### config.mk
export PLATFORM = sky130hd
export DESIGN_NAME = uart_frame_rx
export DESIGN_NICKNAME = d
export VERILOG_FILES = /design/src/rtl/uart_frame_rx.sv
export SDC_FILE = /design/constraint.sdc
export NUM_CORES = 1
export LEC_CHECK = 0
export CAP_MARGIN = 20
export CORE_MARGIN = 3
export CORE_UTILIZATION = 46
export DETAILED_ROUTE_END_ITERATION = 6
export PLACE_DENSITY_LB_ADDON = 0.25
export SLEW_MARGIN = 20
export SYNTH_ARGS = -nofsm -noshare
export SYNTH_HDL_FRONTEND = slang
export SYNTH_SLANG_ARGS = --single-unit
### constraint.sdc
create_clock -name clk -period 3.7 [get_ports clk]
set_clock_uncertainty 0.05 [all_clocks]
set_input_delay 0.555 -clock clk [delete_from_list [all_inputs] [get_ports clk]]
set_output_delay 0.555 -clock clk [all_outputs]
set_load 0.005 [all_outputs]
### src/rtl/uart_frame_rx.sv
// uart_frame_rx
// Validates framed byte traffic arriving from a UART RX bridge and forwards
// only the payload of frames whose checksum matches.
//
// Frame on the wire: SOF, LEN, LEN payload bytes, CHK,
// where CHK = XOR of LEN and every payload byte.
//
// Ports
//   clk        sole clock, rising edge
//   rst        synchronous, active-high reset
//   s_tdata    incoming byte                (DATA_WIDTH)
//   s_tvalid   incoming byte valid
//   s_tready   block can take a byte (low only while draining a frame)
//   m_tdata    validated payload byte       (DATA_WIDTH)
//   m_tvalid   payload byte valid
//   m_tready   downstream can take a byte
//   m_tlast    marks the final payload byte of a frame
//   frame_ok   one-cycle pulse when a frame passes its checksum
//   frame_err  one-cycle pulse on bad length, bad checksum or timeout
//   err_count  saturating count of frame_err pulses
module uart_frame_rx #(
    parameter int                    DATA_WIDTH = 8,
    parameter int                    MAX_LEN    = 16,
    parameter logic [DATA_WIDTH-1:0] SOF        = DATA_WIDTH'(8'hA5),
    parameter int                    TIMEOUT    = 1024
) (
    input  logic                  clk,
    input  logic                  rst,
    input  logic [DATA_WIDTH-1:0] s_tdata,
    input  logic                  s_tvalid,
    output logic                  s_tready,
    output logic [DATA_WIDTH-1:0] m_tdata,
    output logic                  m_tvalid,
    input  logic                  m_tready,
    output logic                  m_tlast,
    output logic                  frame_ok,
    output logic                  frame_err,
    output logic [7:0]            err_count
);

    localparam int IW = (MAX_LEN > 1) ? $clog2(MAX_LEN) : 1;
    localparam int CW = (TIMEOUT > 0) ? $clog2(TIMEOUT + 1) : 1;
    localparam logic [DATA_WIDTH-1:0] MAX_LEN_W = DATA_WIDTH'(MAX_LEN);
    localparam logic [CW-1:0]         TIMEOUT_W = CW'(TIMEOUT);

    typedef enum logic [2:0] {
        IDLE,
        LEN,
        PAYLOAD,
        CHK,
        DRAIN
    } state_t;

    state_t                  state;
    logic [DATA_WIDTH-1:0]   buffer [MAX_LEN];
    logic [IW-1:0]           wr_idx;
    logic [IW-1:0]           rd_idx;
    logic [IW-1:0]           last_idx;
    logic [DATA_WIDTH-1:0]   chk;
    logic [CW-1:0]           idle_cnt;

    logic                    accept;
    logic                    in_frame;
    logic                    timeout_hit;
    logic [IW-1:0]           rd_next;
    logic [7:0]              err_next;

    // Input side is only ever blocked while a validated frame is being
    // drained, so the buffer can never be overwritten mid-drain.
    // The timeout check compares against the count reached so far, which
    // means a byte presented on the timeout cycle itself is dropped rather
    // than folded into the abandoned frame.
    always_comb begin
        s_tready    = (state != DRAIN);
        accept      = s_tvalid && s_tready;
        in_frame    = (state == LEN) || (state == PAYLOAD) || (state == CHK);
        timeout_hit = (TIMEOUT != 0) && in_frame && (idle_cnt == TIMEOUT_W);
        rd_next     = rd_idx + 1'b1;
        err_next    = (err_count == 8'hFF) ? err_count : err_count + 8'd1;
    end

    // Payload storage has no reset: a frame only reaches DRAIN after every
    // slot up to LEN-1 has been rewritten, so stale contents are never seen.
    always_ff @(posedge clk) begin
        if (state == PAYLOAD && accept && !timeout_hit) begin
            buffer[wr_idx] <= s_tdata;
        end
    end

    // Frame parser and output sequencer. The first output beat is loaded
    // in the same edge that accepts a matching checksum, so m_tvalid rises
    // the very next cycle. During DRAIN the output registers only move on a
    // handshake, which keeps them stable under backpressure.
    always_ff @(posedge clk) begin
        if (rst) begin
            state     <= IDLE;
            wr_idx    <= '0;
            rd_idx    <= '0;
            last_idx  <= '0;
            chk       <= '0;
            idle_cnt  <= '0;
            m_tdata   <= '0;
            m_tvalid  <= 1'b0;
            m_tlast   <= 1'b0;
            frame_ok  <= 1'b0;
            frame_err <= 1'b0;
            err_count <= '0;
        end else begin
            frame_ok  <= 1'b0;
            frame_err <= 1'b0;

            if (in_frame) begin
                idle_cnt <= accept ? '0 : idle_cnt + 1'b1;
            end else begin
                idle_cnt <= '0;
            end

            if (timeout_hit) begin
                state     <= IDLE;
                idle_cnt  <= '0;
                frame_err <= 1'b1;
                err_count <= err_next;
            end else begin
                case (state)
                    IDLE: begin
                        if (accept && s_tdata == SOF) begin
                            state <= LEN;
                        end
                    end
                    LEN: begin
                        if (accept) begin
                            if (s_tdata == '0 || s_tdata > MAX_LEN_W) begin
                                state     <= IDLE;
                                frame_err <= 1'b1;
                                err_count <= err_next;
                            end else begin
                                last_idx <= IW'(s_tdata - 1'b1);
                                chk      <= s_tdata;
                                wr_idx   <= '0;
                                state    <= PAYLOAD;
                            end
                        end
                    end
                    PAYLOAD: begin
                        if (accept) begin
                            chk    <= chk ^ s_tdata;
                            wr_idx <= wr_idx + 1'b1;
                            if (wr_idx == last_idx) begin
                                state <= CHK;
                            end
                        end
                    end
                    CHK: begin
                        // A byte equal to SOF here is still just a checksum.
                        if (accept) begin
                            if (s_tdata == chk) begin
                                frame_ok <= 1'b1;
                                state    <= DRAIN;
                                rd_idx   <= '0;
                                m_tvalid <= 1'b1;
                                m_tdata  <= buffer[0];
                                m_tlast  <= (last_idx == '0);
                            end else begin
                                state     <= IDLE;
                                frame_err <= 1'b1;
                                err_count <= err_next;
                            end
                        end
                    end
                    DRAIN: begin
                        if (m_tvalid && m_tready) begin
                            if (m_tlast) begin
                                m_tvalid <= 1'b0;
                                m_tlast  <= 1'b0;
                                state    <= IDLE;
                            end else begin
                                rd_idx  <= rd_next;
                                m_tdata <= buffer[rd_next];
                                m_tlast <= (rd_next == last_idx);
                            end
                        end
                    end
                    default: begin
                        state <= IDLE;
                    end
                endcase
            end
        end
    end

endmodule

==> flow_summary.ini, run 1 <==
[timing]
hold_viol = 0
fmax_mhz = 328.2
min_period_ns = 3.047
fin_tns_setup_ns = 0
setup_viol = 0
rsz0062_at_grt = false
fin_crit_sh_pct = 82.35
worst_pin_slew_ns = 0.8299
max_slew_margin_pct = 44.48
slew_violations = 0

[worst_hold_path]
worstHoldPathType = reg2reg

[clocking]
cts_root_buf = clkbuf_16
cts_resized = 0
h-tree-depth = 4
cts_setup_buffers = 0
cts_made_buffers = 17
cts_buffer_depth = 2
clock_latency_ns = 0.43
clkTransAtPathRegs_ns = 0.06
ctsHoldBuffers = 0
clock_sinks = 182
cts_tree = built

[logic_synthesis]
ys.flop_type = edfxtp_1
synth_fp_nets = 604
synth_warnings = 0
synthesis.area_um2 = 7797
synth_edf_count = 128
ys_types = 53
ys_seq_area_share_pct = 63.16
ys_ff_latch = 182
syn_inst = 582
synthArstFlopShare_pct = 0
synth_area_per_cell_um2 = 13.40

[pwr]
internal-power_mw = 3.117
power_frac_comb_pct = 2.1
p_total_mw = 3.913
leakagePower_nw = 2.997
powerDensity_nw_per_um2 = 430.7
max-vdd-ir-drop_v = 0.0003517
power_frac_seq_pct = 55.6
p_switching_mw = 0.7966
netSwitchingFraction_pct = 20.36
pwr-share-clk_pct = 42.3

[cells_and_area]
regArea_um2 = 4926
mostFrequentLayoutCells = edfxtp_1, nor2_1, dfxtp_1
fill_cells = 1341
multi_input_area_um2 = 2715
fin_nets = 664
layout-drive-gt1-share_pct = 16.64
antenna_cells = 0
final_util_pct = 55.98
mostFrequentLayoutCell = edfxtp_1
area_growth_pct = 16.53

[worst_setup_path]
r2r_start = state[2]
worstSetupPathType = in2reg
required_ns = 3.94
reg2reg_to = buffer[1][3]
endpoint = m_tdata[1]
path_delay_family = buffers and inverters
crit_buf_inv = 3
worst_r2r_path_depth = 6
path_max_fanout = 22
crit_start = s_tdata[0]
ff2ff_setup_slack_ns = 1.04
critPathLaunchType = input pin
cp.depth = 9
path_common_cell = buf_4
slowest_delay_ns = 0.60
arrival_ns = 3.28
cp_cell_sequence = clkdlybuf4s50_1 > buf_4 > xor2_1 > nor4_1 > buf_4 > nand3_1 > a21o_1 > a2111oi_0 > nor3_1
crit_path_end_kind = flop
critPathSlowestCell = clkdlybuf4s50_1

[floorplan]
dieArea_um2 = 18550
num_rows = 46
die_x_um = 136.2
core_um2 = 16230
start_util_pct = 48.04
pin_count = 33
die-height_um = 136.2

[route]
ant_nets = 0
via_count = 5030
drc_errors = 0
via_per_inst = 5.775
wire_per_inst_um = 19.73
wirelength_mm = 17.19
first_iter_violations = 414
drt_first_pass_iters = 5

[outcome]
outcome = complete, no violations

[grt]
antenna_found_initial = 0
grt_overflow = 0
grt_max_degree = 44
grt_use_total_pct = 19.70
grt_pass1_vias = 5103
grt_pass1_wl_mm = 27.37

[place]
portBuffers = 32
place_hpwl_mm = 11.35
place_congestion = 0.8336

[run]
max_cap_violations = 0
through the flow:
step	instance area, um2	hold WS, ns	setup slack, ns	cells
final	9086	0.4452	0.6532	871
after global routing	9086	0.4549	0.4133	871
after CTS	9086	0.4462	0.6687	871
after detailed placement	8547	0.4334	0.2586	839
after global placement	8547	0.3977	0.3895	839
after floorplan	7797	0.3800	1.184	582
layout make-up:
type | count | share of cell area, %
Inverter | 12 | 0.4957
Clock buffer | 17 | 4.682
Clock inverter | 15 | 1.253
Timing Repair Buffer | 68 | 6.500
Multi-Input combinational cell | 361 | 29.88
Sequential cell | 182 | 54.21
Tap cell | 216 | 2.974
cell usage after synthesis (3+ instances only):
library cell	count	area, um2
mux2_2	3	33.78
inv_1	12	45.04
a31oi_1	7	43.79
ha_1	10	125.1
nor2_1	64	240.2
a2111oi_0	7	61.31
edfxtp_1	128	3844
mux4_2	33	743.2
nor3b_1	7	52.55
buf_2	7	35.03
nor3_1	26	130.1
nand2b_1	7	43.79
xor2_1	16	140.1
nor2b_1	7	43.79
o21ai_0	3	15.01
mux2i_1	8	80.08
and3_1	8	50.05
nand2_1	49	183.9
clkbuf_1	19	71.32
or4_1	3	22.52
a21oi_1	33	165.2
nor4_1	8	50.05
dfxtp_1	54	1081
nand3_1	11	55.05
o211a_1	3	30.03
xnor2_1	13	113.9
cell families after synthesis:
kind of cell,share of synthesized area (%)
fa+ha+maj,1.605
buf+inv,2.086
xor+xnor,3.257
mux,10.99
compound gates,6.643
flops,63.16
simple gates,12.26
worst min-delay path: cells and delay by family, from the launching register on:
kind | cells | cell delay (ns)
DFF | 1 | 0.31
and+or+nand+nor | 2 | 0.15
power groups by stage:
stage               sequential (mW)  clock (mW)  combinational [mW]
global route                   2.17        1.76              0.0897
detailed placement             2.22           0              0.0824
finish                         2.18        1.66              0.0827
floorplan                      2.22           0              0.0241
global placement               2.22           0              0.0801
CTS                            2.18        1.69              0.0827
flip-flops by register name (all words and copies together), names as in the netlist:
name and count:
rd_idx 4, wr_idx 4, state 3, m_tlast 1, frame_err 1, err_count 8
frame_ok 1, m_tdata 8, last_idx 4, idle_cnt 11, buffer 128, m_tvalid 1
chk 8
worst min path at each step:
stage,start,end,cells after the start
detailed placement,m_tdata[3],m_tdata[3],2
global placement,idle_cnt[0],idle_cnt[0],1
floorplan,idle_cnt[0],idle_cnt[0],1
global route,m_tdata[3],m_tdata[3],2
finish,m_tdata[3],m_tdata[3],2
CTS,m_tdata[3],m_tdata[3],2
metal layers:
layer | track usage (%) | wire, um | share of wire, % | up-vias
met5 | 0 | 0 | 0 | -
met2 | 31.73 | 8442 | 49 | 182
met1 | 26.65 | 7377 | 43 | 2502
met4 | 6.831 | 306 | 1.8 | 0
met3 | 4.256 | 1058 | 6.2 | 25
li1 | - | - | - | 2321
No activity file was read; power rests on OpenSTA's default activity.
==> run 2: changes to the inputs <==
Clock period 3.7 ns to 2.7 ns, I/O delays scaled along.
==> run 2 against run 1 <==
Via count fell by 0.40%. Die area did not move. Clock-buffer cell count rose by 6. Critical path type is now reg2out. Critical endpoint is now s_tready.
==> flow_summary.ini, run 2 (same netlist as run 1, synthesis figures left out) <==
[cells_and_area]
fin_nets = 678
fill_cells = 1350
antenna_cells = 0
final_util_pct = 57.42
regMostFlops = buffer
largest_register_ffs = 128
mostFrequentLayoutCells = edfxtp_1, nor2_1, dfxtp_1
mostFrequentLayoutCell = edfxtp_1
area_growth_pct = 19.51
layout-drive-gt1-share_pct = 18.68
reg_top3 = buffer (128), idle_cnt (11)

[floorplan]
die_x_um = 136.2
num_rows = 46
pin_count = 33
start_util_pct = 48.04
core_um2 = 16230
die-height_um = 136.2
dieArea_um2 = 18550

[route]
via_count = 5010
drc_errors = 0
wirelength_mm = 17.12
wire_per_inst_um = 19.35
drt_first_pass_iters = 5
via_per_inst = 5.661
first_iter_violations = 497
ant_nets = 0

[pwr]
leakagePower_nw = 3.117
powerDensity_nw_per_um2 = 597.4
pwr-share-clk_pct = 44.3
netSwitchingFraction_pct = 19.82
power_frac_seq_pct = 53.5
p_switching_mw = 1.103
power_frac_comb_pct = 2.2
internal-power_mw = 4.464
max-vdd-ir-drop_v = 0.0004718

[worst_setup_path]
critPathLaunchType = flop
worstSetupPathType = reg2out
crit_path_end_kind = output pin
required_ns = 2.25
arrival_ns = 2.15
path_max_fanout = 13

[timing]
min_period_ns = 2.601
fmax_mhz = 384.5
max_slew_margin_pct = 63.09
timing.hold.ws_ns = 0.4231
fin_crit_sh_pct = 96.33
rsz0062_at_grt = false
hold_viol = 0
setup_viol = 0
fin_tns_setup_ns = 0
slew_violations = 0
worst_pin_slew_ns = 0.5518

[clocking]
clock_latency_ns = 0.43
h-tree-depth = 4
cts_made_buffers = 17
clkTransAtPathRegs_ns = 0.07
cts_buffer_depth = 2
cts_setup_buffers = 0
cts_tree = built
cts_root_buf = clkbuf_16
clock_sinks = 182

[grt]
grt_use_met3_pct = 3.775
use_met2_pct = 30.90
grt_overflow = 0
grt_pass1_wl_mm = 27.66
grt_use_total_pct = 19.73
grt_max_degree = 44
grt_pass1_vias = 4936
busiest_layer = met2
grt_util_met1_pct = 28.47
antenna_found_initial = 0

[run]
max_cap_violations = 0

[place]
place_hpwl_mm = 11.47
portBuffers = 32
place_congestion = 0.8509

[worst_hold_path]
worstHoldPathType = reg2reg

[outcome]
outcome = complete, no violations
[run 2: changes by cell type in the layout (fill, tap and decap cells not counted), moves of 3 or more]
cell       change
clkbuf_16      +3
clkinv_2       -4
buf_4          +9
clkbuf_1       +3
buf_12         +4
[run 2: through the flow]
stage | worst slack, ns | power, mW | cells | cell area (um2)
floorplan | 0.2723 | 3.076 | 582 | 7797
global placement | -0.3407 | 3.160 | 853 | 8702
detailed placement | -0.5036 | 3.164 | 853 | 8702
CTS | 0.03743 | 5.611 | 885 | 9308
global route | 0.03012 | 5.736 | 885 | 9319
finish | 0.09915 | 5.567 | 885 | 9319
[run 2: worst max-delay path, stage by stage, from the launching register on]
cell and delay (ns):
dfxtp_1 0.44, nor3b_1 0.24, buf_4 0.21, clkinvlp_4 0.29, clkdlybuf4s50_1 0.54
[run 2: routing by layer]
layer  share of wire (%)  up-vias
met5                   0        -
met4                 1.3        0
met3                 4.3       20
met2                  48      124
met1                  47     2514
li1                    -     2352
[run 2: path summary, 6_finish.rpt]
path,startpoint,endpoint,slack (ns),cells past startpoint
setup reg to reg,rd_idx[0],m_tdata[6],0.30,7
hold / removal,idle_cnt[0],idle_cnt[0],0.42,1
setup / recovery,state[1],s_tready,0.1,4
hold reg to reg,idle_cnt[0],idle_cnt[0],0.42,1
[run 2: area by class of cell]
type / count / area (um2) / area share (%)
multi-input cells: 361 / 2724 / 29.23
clock inverters: 9 / 85.08 / 0.9130
flip-flops and latches: 182 / 4927 / 52.87
inverters: 12 / 48.80 / 0.5236
clock buffers: 23 / 511.7 / 5.491
well taps: 216 / 270.3 / 2.900
repair buffers: 82 / 752.0 / 8.069
[run 2: power by group through the flow]
stage | Sequential (mW) | Clock [mW] | Combinational (mW)
final | 2.98 | 2.46 | 0.123
after global routing | 2.98 | 2.62 | 0.133
after CTS | 2.98 | 2.51 | 0.124
after detailed placement | 3.04 | 0 | 0.122
after global placement | 3.04 | 0 | 0.118
after floorplan | 3.04 | 0 | 0.0330
[run 2: timing repair]
action	4_1_cts	5_1_grt
endpoints found under the hold margin	0	0
hold buffers	0	0
gates resized for setup	3	4
endpoints found under the setup margin	1	15
==> run 3: changes to the inputs <==
Settings changed: CELL_PAD_IN_SITES_DETAIL_PLACEMENT set to 1, CELL_PAD_IN_SITES_GLOBAL_PLACEMENT set to 1, CORE_UTILIZATION 46 to 45.
==> run 3 against run 2 <==
Die area up 2.1%. Critical path depth unchanged. Wire length is 17% higher. Power fell by 2.6%. Via count increased by 2.7%. Hold slack worse by 0.0060 ns. First-iteration DRC count shrank 33%. Sequential power is essentially flat. Setup slack worse by 0.012 ns. Non-clock buffer count is 5 higher. Final area about the same. Sequential share of layout area about the same. Critical path type unchanged. Critical endpoint unchanged. Highest routed layer unchanged.
==> flow_summary.ini, run 3 (same netlist as run 1, synthesis figures left out) <==
[outcome]
outcome = complete, no violations

[timing]
fmax_mhz = 382.7
hold_viol = 0
min_period_ns = 2.613
worst_pin_slew_ns = 0.5787
max_slew_margin_pct = 61.42
fin_crit_sh_pct = 96.78
slew_violations = 0
rsz0062_at_grt = true
timing.hold.ws_ns = 0.4171
fin_tns_setup_ns = 0
setup_viol = 0

[route]
first_iter_violations = 333
wire_per_inst_um = 22.34
wirelength_mm = 19.98
ant_nets = 0
via_per_inst = 5.754
drc_errors = 0
drt_first_pass_iters = 4
via_count = 5144

[clocking]
clock_sinks = 182
ctsHoldBuffers = 0
cts_buffer_depth = 2
clock_latency_ns = 0.43
h-tree-depth = 4
cts_root_buf = clkbuf_16
clkTransAtPathRegs_ns = 0.06
cts_made_buffers = 17
cts_tree = built

[floorplan]
pin_count = 33
core_um2 = 16760
start_util_pct = 46.52
dieArea_um2 = 18940
die-height_um = 137.6
num_rows = 47
die_x_um = 137.6

[worst_setup_path]
cp_cell_sequence = nor3b_1 > buf_4 > clkinvlp_4 > clkdlybuf4s50_1
critPathSlowestCell = clkdlybuf4s50_1
arrival_ns = 2.16
required_ns = 2.25
path_max_fanout = 13
worstSetupPathType = reg2out
worst_r2r_path_depth = 8
crit_path_end_kind = output pin
slowest_delay_ns = 0.54
critPathLaunchType = flop

[pwr]
max-vdd-ir-drop_v = 0.0004700
p_total_mw = 5.423
powerDensity_nw_per_um2 = 581.8
leakagePower_nw = 3.106

[grt]
grt_pass1_wl_mm = 31.06
antenna_found_initial = 0
grt_use_total_pct = 22.36
grt_overflow = 0
grt_max_degree = 44
grt_pass1_vias = 5465

[cells_and_area]
regMostFlops = buffer
fin_nets = 683
area_growth_pct = 19.53
mostFrequentLayoutCell = edfxtp_1
mostFrequentLayoutCells = edfxtp_1, nor2_1, dfxtp_1
fin_area_um2 = 9320
final_util_pct = 55.61
reg_top3 = buffer (128), idle_cnt (11)
fill_cells = 1664
largest_register_ffs = 128
antenna_cells = 0
layout-drive-gt1-share_pct = 19.58

[place]
place_congestion = 0.7578
portBuffers = 32
dpl_cell_area_um2 = 8745
place_hpwl_mm = 13.70

[run]
max_cap_violations = 0

[worst_hold_path]
worstHoldPathType = reg2reg
holdPathStages = 1
run 3: cell count changes in the layout (fill, tap and decap cells not counted), moves of 2 or more:
cell / previous run / this run
clkinvlp_4: 2 / 4
inv_6: 2 / 0
clkinv_4: 1 / 4
clkbuf_16: 20 / 18
a2111oi_1: 2 / 0
buf_4: 45 / 51
clkbuf_8: 0 / 2
run 3: final timing paths:
path,endpoint,startpoint,slack [ns]
min reg2reg,idle_cnt[0],idle_cnt[0],0.42
max,s_tready,state[1],0.09
min,idle_cnt[0],idle_cnt[0],0.42
max reg2reg,buffer[0][6],idle_cnt[0],0.20
run 3: final cells by class:
cell class,instances,area (um2),area share [%]
clock buffers,22,485.5,5.209
inverters,12,48.80,0.5236
clock inverters,10,72.57,0.7786
multi-input cells,361,2728,29.27
repair buffers,87,783.3,8.404
flip-flops and latches,182,4927,52.87
well taps,220,275.3,2.953
run 3: power breakdown:
part | switching, mW | leakage [nW] | internal, mW
clock network | 1.03 | 0.267 | 1.28
registers | 0.000369 | 1.59 | 2.98
logic | 0.0831 | 1.25 | 0.0491
total | 1.11 | 3.11 | 4.31
run 3: repair_timing:
action,4_1_cts,5_1_grt
endpoints found under the setup margin,1,5
gates resized for setup,1,4
buffers inserted,0,0
run 3: critical path: cells and delay by family (launching register included):
family / cells / cell delay, ns
buf+inv: 3 / 1.02
simple gates: 1 / 0.24
flops: 1 / 0.46
run 3: per-stage QoR:
| step | worst slack [ns] | instances |
|---|---|---|
| final | 0.08703 | 894 |
| after floorplan | 0.2723 | 582 |
| after CTS | 0.03773 | 894 |
| after global routing | -0.009416 | 894 |
| after global placement | -0.2426 | 862 |
| after detailed placement | -0.3358 | 862 |
run 3: layer usage:
layer	wire (um)	global-route usage, %	vias up
li1	-	-	2352
met1	8421	29.07	2620
met2	10120	37.26	139
met3	954	4.054	33
met4	480	8.814	0
met5	0	0	-
